<file path="src/rtl/cordic_prerotate_stage.sv">
// CORDIC pre-rotation stage: folds angle/vector into quadrant 0, registered with valid/ready.
// Define CORDIC_PRE_SAT_EN for saturating negation and a live sat_flag.
module cordic_prerotate_stage #(
  parameter int DATA_W  = 16,
  parameter int ANGLE_W = 16,
  parameter int TAG_W   = 4
) (
  input  logic               clk,
  input  logic               rst,
  input  logic               in_valid,
  output logic               in_ready,
  input  logic               in_mode,
  input  logic [TAG_W-1:0]   in_tag,
  input  logic [DATA_W-1:0]  x_in,
  input  logic [DATA_W-1:0]  y_in,
  input  logic [ANGLE_W-1:0] theta_in,
  output logic               out_valid,
  input  logic               out_ready,
  output logic               out_mode,
  output logic [TAG_W-1:0]   out_tag,
  output logic [DATA_W-1:0]  x_out,
  output logic [DATA_W-1:0]  y_out,
  output logic [ANGLE_W-1:0] theta_out,
  output logic [1:0]         quadrant,
  output logic               sat_flag
);

  localparam logic [DATA_W-1:0] S_MIN =
    {1'b1, {(DATA_W-1){1'b0}}};
  localparam logic [ANGLE_W-1:0] A_MASK =
    {1'b0, {(ANGLE_W-1){1'b1}}};
  localparam logic [ANGLE_W-1:0] Q_MASK =
    {3'b000, {(ANGLE_W-3){1'b1}}};

`ifdef CORDIC_PRE_SAT_EN
  localparam logic [DATA_W-1:0] S_MAX = ~S_MIN;

  function automatic logic [DATA_W-1:0] neg(
    input logic [DATA_W-1:0] v
  );
    if (v == S_MIN) return S_MAX;
    return -v;
  endfunction
`else
  function automatic logic [DATA_W-1:0] neg(
    input logic [DATA_W-1:0] v
  );
    return -v;
  endfunction
`endif

  logic [ANGLE_W-1:0] w_a;
  logic [ANGLE_W-1:0] w_theta;
  logic [1:0]         w_q;
  logic [DATA_W-1:0]  w_nx;
  logic [DATA_W-1:0]  w_ny;
  logic [DATA_W-1:0]  w_x;
  logic [DATA_W-1:0]  w_y;
  logic               w_acc;

  assign in_ready = !out_valid || out_ready;
  assign w_acc    = in_valid && in_ready;

  // Bit ANGLE_W-1 is one full turn, so masking it wraps the angle.
  assign w_a  = theta_in & A_MASK;
  assign w_nx = neg(x_in);
  assign w_ny = neg(y_in);

  always_comb begin
    w_q     = 2'd0;
    w_theta = w_a;
    if (in_mode) begin
      w_q     = {y_in[DATA_W-1], x_in[DATA_W-1] ^ y_in[DATA_W-1]};
      w_theta = w_a;
    end else begin
      w_q     = w_a[ANGLE_W-2:ANGLE_W-3];
      w_theta = w_a & Q_MASK;
    end
  end

  always_comb begin
    w_x = x_in;
    w_y = y_in;
    unique case (w_q)
      2'd0: begin w_x = x_in; w_y = y_in; end
      2'd1: begin w_x = y_in; w_y = w_nx; end
      2'd2: begin w_x = w_nx; w_y = w_ny; end
      2'd3: begin w_x = w_ny; w_y = x_in; end
    endcase
  end

  always_ff @(posedge clk) begin
    if (rst) begin
      out_valid <= 1'b0;
      out_mode  <= 1'b0;
      out_tag   <= '0;
      x_out     <= '0;
      y_out     <= '0;
      theta_out <= '0;
      quadrant  <= 2'd0;
    end else if (w_acc) begin
      out_valid <= 1'b1;
      out_mode  <= in_mode;
      out_tag   <= in_tag;
      x_out     <= w_x;
      y_out     <= w_y;
      theta_out <= w_theta;
      quadrant  <= w_q;
    end else if (out_ready) begin
      out_valid <= 1'b0;
    end
  end

`ifdef CORDIC_PRE_SAT_EN
  logic w_xmin;
  logic w_ymin;
  logic w_sat;

  assign w_xmin = (x_in == S_MIN);
  assign w_ymin = (y_in == S_MIN);

  always_comb begin
    w_sat = 1'b0;
    unique case (w_q)
      2'd0: w_sat = 1'b0;
      2'd1: w_sat = w_xmin;
      2'd2: w_sat = w_xmin || w_ymin;
      2'd3: w_sat = w_ymin;
    endcase
  end

  always_ff @(posedge clk) begin
    if (rst) sat_flag <= 1'b0;
    else if (w_acc) sat_flag <= w_sat;
  end
`else
  assign sat_flag = 1'b0;
`endif

endmodule

</file>
<file path="config.mk">
export PLATFORM = sky130hd
export DESIGN_NAME = cordic_prerotate_stage
export DESIGN_NICKNAME = d
export VERILOG_FILES = /design/src/rtl/cordic_prerotate_stage.sv
export SDC_FILE = /design/constraint.sdc
export NUM_CORES = 1
export LEC_CHECK = 0
export ABC_AREA = 1
export CAP_MARGIN = 20
export CORE_MARGIN = 2
export CORE_UTILIZATION = 40
export CTS_CLUSTER_DIAMETER = 30
export DETAILED_ROUTE_END_ITERATION = 16
export HOLD_SLACK_MARGIN = 0.15
export PLACE_DENSITY = 0.82
export SETUP_SLACK_MARGIN = 0.3
export SLEW_MARGIN = 5
export SYNTH_ARGS = -nofsm -noshare
export SYNTH_HDL_FRONTEND = slang
export SYNTH_SLANG_ARGS = --single-unit
</file>
<file path="constraint.sdc">
create_clock -name clk -period 2 [get_ports clk]
set_clock_uncertainty 0.05 [all_clocks]
set_input_delay 0.4 -clock clk [delete_from_list [all_inputs] [get_ports clk]]
set_output_delay 0.4 -clock clk [all_outputs]
set_load 0.005 [all_outputs]
</file>
==> flow_summary_export.csv, run 1 <==
group,metric,value,unit
global_routing,antenna_found_initial,0,
clocking,postCtsHoldBufs,0,
finish,ff_latch_area,0.00110,mm2
route,drcViolationCount,0,
critical_path,critical_path_class,"in2reg",
floorplan,initial_core_util,40.8,%
place,post-dp-hpwl,9200,um
route,vias,4571,
critical_path,cpMostUsedCell,"buf_4",
finish,layout.nets,826,
place,dpl_worst_slack,-0.266,ns
critical_path,cpPeakStageDelay,0.26,ns
sta,post-route-period-util,87.8,%
synth,async_flop_share,0,%
place,port_buffers,111,
synth,ys_seq_area_share,31.3,%
run_status,status,"complete, no violations",
clocking,clock_path_buffers,2,
worst_hold_path,holdPathStages,2,
floorplan,fp.dieH,97.9,um
route,vias_per_cell,5.22,
floorplan,dieArea,0.00958,mm2
global_routing,grt_max_degree,45,
finish,antenna_cells,0,
critical_path,worst-path-buf-inv,5,
worst_hold_path,min_path_type,"reg2reg",
route,drtPass1Iterations,5,
job,max_cap_viol_count,0,
synth,synthesis.area,0.00352,mm2
finish,fin_cells,876,
clocking,cts_htree_levels,2,
place,dpl.cell_count,851,
sta,post-route-min-period,1.76,ns
power_and_ir_drop,power-per-cell-area,522,mW/mm2
synth,synthCells,591,
clocking,cts_buffers,5,
sta,hold_slack,0.425,ns
critical_path,cp_max_fo,13,
floorplan,fp.dieW,97.9,um
route,drt-total-wl,13600,um
critical_path,path_depth,10,
synth,syn_avg_cell_area,5.96,um2
global_routing,grt_pass1_wl,20900,um
synth,ys_types,29,
sta,slew_viol_final,0,
clocking,cts-root-buf,"clkbuf_8",
sta,fin_setup_tns,0,ns
synth,ys_ff_latch,55,
critical_path,critPathCaptureType,"flip-flop",
place,finalWeightedCongestion,0.907,
place,place_area,0.00521,mm2
route,ant_nets,0,
critical_path,critPathTopFamily,"buffers and inverters",
finish,fin_area,0.00579,mm2
synth,synth_ff_type,"dfxtp_1",
synth,yosysWarnings,0,
sta,setup_viol,0,
finish,drive_above_1_share,19.7,%
critical_path,r2r_cells,7,
critical_path,cp_slowest_cell,"dlygate4sd2_1",
synth,synth_edf_count,0,
finish,syn2layout_area_growth,64.2,%
power_and_ir_drop,leakage,2.68,nW
floorplan,num_rows,34,
finish,layout_commonest_cell,"nand2_1",
critical_path,path_cells,"dlygate4sd2_1 -> buf_4 -> o21ai_2 -> inv_2 -> buf_4 -> nand2_4 -> buf_6 -> o21ai_0 -> nor3_2 -> nor2_1",
critical_path,cp-start-kind,"input port",
finish,fillers,745,
finish,final_cell_mix,"nand2_1, clkdlybuf4s50_1, nor2_1",
route,wl_per_cell,15.5,um
clocking,clock_latency,0.31,ns
finish,multi_input_area,0.00226,mm2
sta,max_freq,570,MHz
route,drtIter0Drc,374,
critical_path,arrival,1.93,ns
sta,layout_setup_ws,0.244,ns
global_routing,grt-ovfl-total,0,
sta,rsz0062_at_grt,"true",
clocking,cts_sinks,55,
floorplan,core-area,0.00864,mm2
floorplan,pin_count,115,
sta,finalHoldViolations,0,
clocking,cts.clk_slew.worst_paths,0.11,ns
power_and_ir_drop,vdd_drop_max,0.000306,V
global_routing,global_route.usage.total,26.4,%
critical_path,cp_data_required_time,2.17,ns
clocking,cts_tree,"built",
global_routing,grt_pass1_vias,4495,
[per-layer routing]
layer / global-route usage, % / wire length (um) / vias up
met1: 31.3 / 5480 / 2091
met2: 48.1 / 6840 / 212
li1: - / - / 2229
met4: 8.76 / 365 / 0
met3: 4.51 / 894 / 39
met5: 0 / 0 / -
[sequential cells by signal, summed over array words and instances, names as in the netlist]
signal     flops
out_mode       1
theta_out     15
quadrant       2
out_valid      1
out_tag        4
y_out         16
x_out         16
[worst reg2reg max path, delay by kind of cell (launching register included)]
kind                   cells  cell delay (ns)
DFF                        1             0.33
and+or+nand+nor            4             0.52
buffers and inverters      2             0.31
AOI/OAI and AO/OA          1             0.16
[per-stage QoR]
step | utilization (%) | total power [W]
6_report | 67.0 | 0.00302
4_1_cts | 64.7 | 0.00298
5_1_grt | 67.0 | 0.00317
2_1_floorplan | - | 0.00170
3_3_place_gp | 60.3 | 0.00223
3_5_place_dp | 60.3 | 0.00226
[Yosys cell counts, types with 5 or more instances]
library cell,number,area share (%)
buf_2,5,0.71
buf_4,7,1.5
dfxtp_1,55,31
o21ai_0,73,10
inv_1,51,5.4
nand3_1,57,8.1
clkbuf_1,15,1.6
xor2_1,10,2.5
o21ai_1,5,0.71
a21oi_1,21,3.0
nor2_1,105,11
nand2_1,154,16
nand3b_1,6,1.3
[power by group]
part	total, W	leakage [nW]	internal (W)	switching [W]
Sequential	0.00124	0.456	0.00119	0.0000485
Combinational	0.00113	2.18	0.000579	0.000549
Clock	0.000659	0.0461	0.000254	0.000405
Total	0.00302	2.68	0.00202	0.00100
[path summary, 6_finish.rpt]
| path | to | startpoint | slack [ns] |
|---|---|---|---|
| worst max-delay path | y_out[4] | in_mode | 0.24 |
| worst max register to register | y_out[4] | out_valid | 0.55 |
| worst min-delay path | theta_out[13] | theta_out[13] | 0.43 |
| worst min register to register | theta_out[13] | theta_out[13] | 0.43 |
[cells by family (layout without fill, tap and decap cells)]
logic type | Yosys count | in the layout | synth area share [%]
fa+ha+maj | 2 | 2 | 0.710
flops | 55 | 55 | 31.3
compound gates | 103 | 103 | 15.0
simple gates | 334 | 334 | 39.3
xor+xnor | 13 | 13 | 3.23
buf+inv | 83 | 259 | 10.4
other cells | 1 | 2 | 0.106
[final cells by class]
| class | count | area share, % |
|---|---|---|
| Multi-Input combinational cell | 454 | 39.0 |
| Clock buffer | 5 | 1.19 |
| Tap cell | 108 | 2.34 |
| Clock inverter | 3 | 0.411 |
| Timing Repair Buffer | 198 | 34.5 |
| Sequential cell | 55 | 19.0 |
| Inverter | 53 | 3.52 |
[timing repair]
item                                    4_1_cts  5_1_grt
setup buffers                                10        2
endpoints found under the setup margin       33       31
pin swaps                                    12       21
resized for setup                            58       48
cloned                                        3        2
Power figures use the tool's default switching activity.
==> run 2, diff against run 1 <==
ABC_AREA = unset   (was 1)
PLACE_DENSITY = 0.81   (was 0.82)
==> run 2 against run 1 <==
Compared with the run above: synthesized area increased by 5.3%; critical path type unchanged; the flow now finishes with violations (setup timing); combinational power up 22%; sequential share of layout area fell by 2.6 points; cell count fell by 2.4%; wire length up 37%; count of clock-buffer cells in the layout did not move.
==> flow_summary_export.csv, run 2 <==
group,metric,value,unit
finish,layout_commonest_cell,"buf_4",
synth,synth.most_common_cell,"nand2_1",
run_status,status,"finished, violations left",
global_routing,antenna_found_initial,0,
place,post-dp-hpwl,11600,um
sta,post-route-min-period,2.06,ns
floorplan,core-area,0.00911,mm2
finish,reg.largest.list,"x_out x16, y_out x16, theta_out x15",
job,max_cap_viol_count,0,
route,drcViolationCount,0,
synth,syn_avg_cell_area,7.33,um2
floorplan,initial_core_util,40.7,%
clocking,clock_path_buffers,2,
critical_path,path_cells,"clkdlybuf4s15_2 -> or3_4 -> buf_6 -> nor4_4 -> xnor2_2 -> a221oi_2 -> a2111oi_2",
synth,synthesis.area,0.00371,mm2
route,vias,5475,
synth,ys_ff_latch,55,
finish,fin_area,0.00674,mm2
power_and_ir_drop,vdd_drop_max,0.000306,V
global_routing,grt_pass1_wl,25800,um
synth,ys_seq_area_share,29.7,%
place,port_buffers,111,
global_routing,busiest_layer,"met2",
sta,setup_viol,2,
finish,layout.nets,802,
sta,slew_viol_final,0,
critical_path,critical_path_class,"in2reg",
synth,yosysWarnings,0,
sta,post-route-period-util,103,%
global_routing,gr-usage-met2,53.9,%
route,drt-total-wl,18600,um
power_and_ir_drop,leakage,2.81,nW
clocking,cts_sinks,55,
finish,antenna_cells,0,
route,ant_nets,0,
finish,final_cell_mix,"buf_4, clkdlybuf4s50_1, nand2_1",
global_routing,grt-ovfl-total,0,
critical_path,cpPeakStageDelay,0.45,ns
critical_path,ff2ff_setup_slack,0.51,ns
synth,synthCells,506,
global_routing,global_route.usage.total,32.2,%
sta,max_freq,485,MHz
global_routing,met1_usage,38.7,%
route,drtPass1Iterations,6,
clocking,clock_latency,0.32,ns
finish,syn2layout_area_growth,81.5,%
worst_hold_path,min_path_type,"in2reg",
synth,netlist.top_cell.by_area,"dfxtp_1",
synth,synth_top_area_share,29.7,%
critical_path,cp_slowest_cell,"or3_4",
critical_path,arrival,2.24,ns
global_routing,grt_use_met3,5.71,%
sta,rsz0062_at_grt,"true",
route,vias_per_cell,6.40,
clocking,cts_tree,"built",
sta,finalHoldViolations,0,
critical_path,critPathCaptureType,"flip-flop",
global_routing,grt_pass1_vias,5078,
floorplan,pin_count,115,
floorplan,dieArea,0.0101,mm2
finish,drive_above_1_share,38.4,%
place,place_area,0.00595,mm2
synth,async_flop_share,0,%
critical_path,cp-start-kind,"input port",
power_and_ir_drop,power,0.00333,W
sta,layout_setup_ws,-0.0611,ns
critical_path,cp_data_required_time,2.17,ns
route,wl_per_cell,21.8,um
clocking,cts.clk_slew.worst_paths,0.12,ns
floorplan,fp.dieW,100,um
route,drtIter0Drc,677,
synth,synth_ff_type,"dfxtp_1",
synth,synth_edf_count,0,
run_status,failed_checks,"setup timing",
floorplan,num_rows,35,
critical_path,cp_max_fo,3,
clocking,cts-root-buf,"clkbuf_8",
power_and_ir_drop,power-per-cell-area,494,mW/mm2
place,finalWeightedCongestion,0.966,
clocking,cts_htree_levels,2,
global_routing,grt_max_degree,20,
clocking,cts_buffers,5,
synth,synth_common_cells,"nand2_1, a21oi_1, dfxtp_1",
floorplan,fp.dieH,100,um
synth,synthTopCellsByArea,"dfxtp_1, a21oi_1, nand2_1, xnor2_1, o21ai_0",
synth,ys_types,64,
-- run 2: path summary, 6_finish.rpt --
kind,startpoint,depth (start not counted),to
max,y_in[4],7,y_out[9]
min,in_valid,3,out_valid
max reg2reg,out_valid,5,y_out[9]
min reg2reg,theta_out[12],2,theta_out[12]
-- run 2: timing repair --
| item | in CTS | in global routing |
|---|---|---|
| resized for setup | 171 | 56 |
| pin swaps | 69 | 53 |
| cloned | 0 | 1 |
| endpoints found under the setup margin | 35 | 35 |
| setup buffers | 22 | 11 |
| hold buffers | 0 | 0 |
-- run 2: stage by stage --
step                util, %  worst slack [ns]  instances  hold WS (ns)  setup TNS (ns)
finish                 73.9           -0.0611        855         0.366          -0.101
global route           73.9           -0.0961        855         0.383          -0.168
CTS                    71.7            0.0322        843         0.380               0
detailed placement     65.3            -0.675        813         0.396          -14.37
global placement       65.3            -0.628        813         0.391          -13.13
floorplan                 -            -0.141        507         0.398          -0.186
-- run 2: final cells by class --
cell class,instances,area [um2]
Tap cell,111,139
Inverter,14,57.6
Clock buffer,5,68.8
Timing Repair Buffer,278,2440
Multi-Input combinational cell,389,2890
Fill cell,600,2370
Sequential cell,55,1110
Clock inverter,3,28.8
-- run 2: kinds of logic after synthesis --
| logic type | count (synthesis) | share of synthesized area [%] |
|---|---|---|
| and+or+nand+nor | 179 | 23.4 |
| other | 1 | 0.101 |
| buffers and inverters | 64 | 7.05 |
| DFF | 55 | 29.7 |
| muxes | 3 | 0.843 |
| adders and majority gates | 2 | 0.674 |
| AOI/OAI and AO/OA | 178 | 32.6 |
| xor gates and xnor gates | 24 | 5.66 |
-- run 2: per-layer routing --
layer / vias up / share of wire [%] / wire length [um]
met5: - / 0 / 0
met3: 168 / 12 / 2290
met2: 502 / 45 / 8350
met4: 0 / 8.0 / 1490
met1: 2475 / 35 / 6500
li1: 2330 / - / -
-- run 2: critical path, delay by kind of cell --
kind                      cells  cell delay [ns]
buffers and inverters         2             0.38
AOI/OAI and AO/OA             2             0.38
and+or+nand+nor               2             0.86
xor gates and xnor gates      1             0.21
-- run 2: report_power, final --
| part | switching, W | total (W) | internal (W) | leakage [nW] |
|---|---|---|---|---|
| sequential | 0.0000506 | 0.00123 | 0.00118 | 0.455 |
| clock | 0.000451 | 0.000713 | 0.000262 | 0.0502 |
| combinational | 0.000679 | 0.00138 | 0.000701 | 2.30 |
